--- config.mk ---
export PLATFORM = sky130hd
export DESIGN_NAME = pc_fetch_unit
export DESIGN_NICKNAME = d
export VERILOG_FILES = /design/src/rtl/pc_fetch_unit.sv
export SDC_FILE = /design/constraint.sdc
export NUM_CORES = 1
export LEC_CHECK = 0
export CORE_UTILIZATION = 47
export CTS_BUF_LIST = sky130_fd_sc_hd__clkbuf_2 sky130_fd_sc_hd__clkbuf_4 sky130_fd_sc_hd__clkbuf_8
export DETAILED_ROUTE_END_ITERATION = 10
export PLACE_DENSITY = 0.87
export SYNTH_ARGS = -nofsm -noshare
export SYNTH_HDL_FRONTEND = slang
export SYNTH_SLANG_ARGS = --single-unit
--- constraint.sdc ---
create_clock -name clk -period 1.8 [get_ports clk]
set_clock_uncertainty 0.1 [all_clocks]
set_input_delay 0.36 -clock clk [delete_from_list [all_inputs] [get_ports clk]]
set_output_delay 0.36 -clock clk [all_outputs]
set_load 0.02 [all_outputs]
--- src/rtl/pc_fetch_unit.sv ---
// Program counter and instruction fetch unit.
// Single-beat memory handshake with redirect capture and an instruction holding register.
module pc_fetch_unit (
    input  logic        clk,
    input  logic        reset,
    input  logic        run,
    input  logic        pc_load,
    input  logic [1:0]  BS_out,
    input  logic [7:0]  PC_out,
    output logic        imem_req,
    output logic [7:0]  imem_addr,
    input  logic        imem_ack,
    input  logic [15:0] imem_data,
    output logic [15:0] instr,
    output logic        instr_valid,
    input  logic        instr_ready,
    output logic [7:0]  PC_value,
    output logic [7:0]  fetch_pc
);

    typedef enum logic [1:0] {
        IDLE  = 2'd0,
        FETCH = 2'd1,
        HOLD  = 2'd2
    } state_t;

    state_t     state;
    state_t     state_nxt;
    logic [7:0] pc;
    logic [7:0] target;
    logic       pending;
    logic       redirect;

    assign redirect = pc_load && (BS_out != 2'b00);

    always_ff @(posedge clk or posedge reset) begin
        if (reset) begin
            state <= IDLE;
        end else begin
            state <= state_nxt;
        end
    end

    // A redirected or stale response keeps us in FETCH to reissue.
    always_comb begin
        state_nxt = state;
        unique case (state)
            IDLE: begin
                if (run) state_nxt = FETCH;
            end
            FETCH: begin
                if (imem_ack && !redirect && !pending) state_nxt = HOLD;
            end
            HOLD: begin
                if (redirect || instr_ready) begin
                    state_nxt = run ? FETCH : IDLE;
                end
            end
            default: state_nxt = IDLE;
        endcase
    end

    always_comb begin
        imem_req  = 1'b0;
        imem_addr = pc;
        PC_value  = pc;
        if (state == FETCH) imem_req = 1'b1;
    end

    always_ff @(posedge clk or posedge reset) begin
        if (reset) begin
            pc          <= 8'h00;
            target      <= 8'h00;
            pending     <= 1'b0;
            instr       <= 16'h0000;
            instr_valid <= 1'b0;
            fetch_pc    <= 8'h00;
        end else begin
            unique case (state)
                IDLE: begin
                    if (redirect) begin
                        pc          <= PC_out;
                        instr_valid <= 1'b0;
                    end
                end
                FETCH: begin
                    if (imem_ack) begin
                        pending <= 1'b0;
                        if (redirect) begin
                            pc <= PC_out;
                        end else if (pending) begin
                            pc <= target;
                        end else begin
                            instr       <= imem_data;
                            fetch_pc    <= pc;
                            pc          <= pc + 8'd1;
                            instr_valid <= 1'b1;
                        end
                    end else if (redirect) begin
                        // Latest redirect wins while the request is in flight.
                        pending <= 1'b1;
                        target  <= PC_out;
                    end
                end
                HOLD: begin
                    if (redirect) begin
                        pc          <= PC_out;
                        instr_valid <= 1'b0;
                    end else if (instr_ready) begin
                        instr_valid <= 1'b0;
                    end
                end
                default: begin
                end
            endcase
        end
    end

endmodule

==> summary.txt <==
Routing
  – DRC viols: 0
  – 1st-pass router iterations: 4
  – Initial detailed-routing violation count: 102
  – DR WL/cell: 15.2 um
  – Final WL: 4.72 mm
  – Drt via density: approximately 5.2
  – Final ANT Viol Nets: 0
  – Via Count: 1,622

STA
  – Slew HR: 0.809
  – Final critical-path share of the clock period: 0.972
  – Final-report hold violation count: 0
  – Slew Viols, Final: 0
  – Final worst path period need: 1.75 ns
  – Unrepaired setup endpoints after global routing: false
  – Highest Clock Rate: 571 MHz
  – Worst slew pin tran: approximately 0.29 ns
  – Hold slack: 0.291 ns
  – Setup violations, final: 0

Clock tree
  – Latest clock arrival within the worst-skew pair: 0.30 ns
  – CTS Hold Bufs: 0
  – Htree depth: 2
  – Num CTS Buffers: 5
  – Clk sink count: between 40 and 50
  – CTS tree: built
  – Post-CTS setup buffer count: 0
  – Root Buffer: clkbuf_8
  – Clock buffer depth: 2
  – Gates resized, CTS repair: 15
  – Reg clk slew, reported paths: 0.09 ns

Final layout
  – Share of post-route cells with drive strength above 1: 0.263
  – Register area: 1100 um^2
  – P&R area growth vs syn: 43.1%
  – Commonest non-fill, non-tap cell in the layout: clkdlybuf4s50_1
  – Core Util, Final: 0.707
  – Fillers: 321
  – Commonest cells after routing, fill and taps aside: clkdlybuf4s50_1, dfrtp_1, mux2_4, buf_4, dlygate4sd2_1
  – Nets@finish: 291
  – Ant diodes: 0
  – Area of the multi-input gates: 947 um^2

Hold path
  – Worst hold path type: in2async

Place
  – Port bufs: 73
  – Routability congestion estimate: about 0.8
  – Final HPWL DP: 3.51 mm

Die
  – I/O pins: 74
  – Die width: 69.9 um
  – Core area: 4380 um^2
  – Floorplan die height: 69.9 um
  – Initial core utilization: 0.494
  – # rows: 24
  – Die area: roughly 4900 um^2

Critical path
  – FF-to-FF path depth: 5
  – Slowest CP cell: clkdlybuf4s50_1
  – Crit path max-delay family: buffers and inverters
  – R2R Setup Slk: 0.16 ns
  – CP Class: reg2out
  – Buf/Inv on CP: 1
  – WP data required: 1.34 ns
  – RR Endpoint: target[3]
  – Worst Path Max Fanout: 3
  – Critical path, cell by cell: clkdlybuf4s50_1
  – Crit end category: output pin
  – Max stage delay on crit path: around 0.61 ns
  – Reg-to-reg startpoint: state[1]
  – Critical Path AT: approximately 1.3 ns
  – Worst Setup Start Kind: flip-flop

Logic synthesis
  – Yosys warns: 0
  – Xor-xnor portion of the synthesized cell area: 0.0121
  – Yosys reg bits: 44
  – Mapped cell area: 2170 um^2
  – Simple-Gate Fraction of Synth Area: 0.110
  – Syn nets: 206
  – Multiplexer share of the synthesized area: 0.220
  – Yosys cell types: 35
  – Adder-cell area share of the yosys netlist: 0.00577
  – Combinational family with the most area after synthesis: multiplexers
  – Register area share after synthesis: 0.508
  – Syn avg cell area: approximately 13 um^2
  – Post-Synthesis Cells: 173
  – Synth Area in Compound Gates: 0.0889

Global route
  – Number of global-route vias before repair: 1,612
  – Initial antenna violation count: 0
  – Global route total overflow: 0
  – GRT Util Overall: 0.207
  – Largest net degree at the start of global routing: 45
  – First-pass GRT wire length: 7.92 mm

Power
  – Tot Pwr: 5.72 mW
  – Max IR drop VDD: around 0.90 mV
  – Pleak: roughly 1.4 nW
  – Total power divided by cell area: 1840 nW/um^2

Status
  – Status: finished clean

Flow run
  – Max-cap violations: 0
[synth_stat cells]
| cell type | n | area, um^2 |
|---|---|---|
| a21oi_1 | 6 | 30.0 |
| a31oi_1 | 6 | 37.5 |
| and3_1 | 3 | 18.8 |
| buf_2 | 2 | 10.0 |
| buf_4 | 8 | 60.1 |
| buf_6 | 3 | 33.8 |
| clkbuf_1 | 2 | 7.51 |
| dfrtp_1 | 44 | 1100 |
| ha_1 | 1 | 12.5 |
| inv_1 | 1 | 3.75 |
| inv_2 | 1 | 3.75 |
| mux2_2 | 13 | 146 |
| mux2_4 | 20 | 300 |
| mux2i_1 | 3 | 30.0 |
| nand2_1 | 14 | 52.6 |
| nand2_4 | 1 | 11.3 |
| nand2b_1 | 7 | 43.8 |
| nand2b_2 | 1 | 8.76 |
| nand3_1 | 4 | 20.0 |
| nand4b_1 | 1 | 8.76 |
| nor2_1 | 7 | 26.3 |
| nor2_4 | 1 | 11.3 |
| nor3_1 | 3 | 15.0 |
| nor3_4 | 1 | 16.3 |
| nor4_1 | 1 | 6.26 |
| o2111ai_1 | 2 | 17.5 |
| o21a_1 | 3 | 22.5 |
| o21ai_0 | 3 | 15.0 |
| o21ai_2 | 1 | 8.76 |
| o22a_1 | 1 | 8.76 |
| o22ai_1 | 1 | 6.26 |
| o2bb2ai_2 | 1 | 15.0 |
| o31a_1 | 1 | 8.76 |
| o31ai_1 | 3 | 22.5 |
| xnor2_1 | 3 | 26.3 |
[state kept, by name, summed over array words and instances, names as in the netlist]
signal	cells
fetch_pc	8
instr_valid	1
target	8
state	2
PC_value	8
instr	16
pending	1
[cells by family (layout without fill, tap and decap cells)]
group	after synthesis	after routing
buffers and inverters	17	103
multiplexers	36	36
AND/OR/NAND/NOR	44	44
XOR/XNOR	3	3
flip-flops	44	44
AO/OA/AOI/OAI	28	28
adder cells (fa/ha/maj)	1	1
[worst min-delay path, delay by kind of cell]
family / cells / cell delay, ns
buffers and inverters: 3 / 0.71
[worst max-delay path by stage]
stage	start	end	slack, ns	depth (start not counted)
4_1_cts	instr[3]	instr[3]	0.04	1
3_5_place_dp	BS_out[1]	instr[9]	-0.18	6
2_1_floorplan	PC_value[2]	PC_value[7]	0.23	4
6_report	instr_valid	instr_valid	0.05	1
3_3_place_gp	BS_out[1]	instr[9]	-0.15	6
5_1_grt	PC_value[5]	imem_addr[5]	0.005	1
[area by class of cell]
type / count / area share
Inverter: 2 / 0.00242
Timing Repair Buffer: 93 / 0.286
Multi-Input combinational cell: 112 / 0.305
Clock inverter: 3 / 0.00767
Clock buffer: 5 / 0.0222
Sequential cell: 44 / 0.355
Tap cell: 52 / 0.0210
[report_power, final]
group          internal (mW)  switching (mW)  total (mW)
logic                   1.71            1.52        3.22
clock network          0.275           0.341       0.615
registers               1.49           0.386        1.88
total                   3.47            2.24        5.72
[through the flow]
step	setup slack [ns]	instance area [um^2]	setup TNS, ns	std cells
5_1_grt	0.00547	3100	0	311
3_5_place_dp	-0.177	3030	-5.16	303
4_1_cts	0.0426	3100	0	311
2_1_floorplan	0.228	2170	0	173
3_3_place_gp	-0.145	3030	-4.05	303
6_report	0.0501	3100	0	311
[metal layers]
metal | global-route usage | wire [um] | vias to the layer above
met5 | 0 | 0 | -
met4 | 0.0733 | 102 | 0
met3 | 0.0505 | 293 | 10
met2 | 0.322 | 2250 | 57
met1 | 0.285 | 2080 | 775
li1 | - | - | 780
Note: power is estimated with default switching activity, not from simulation.
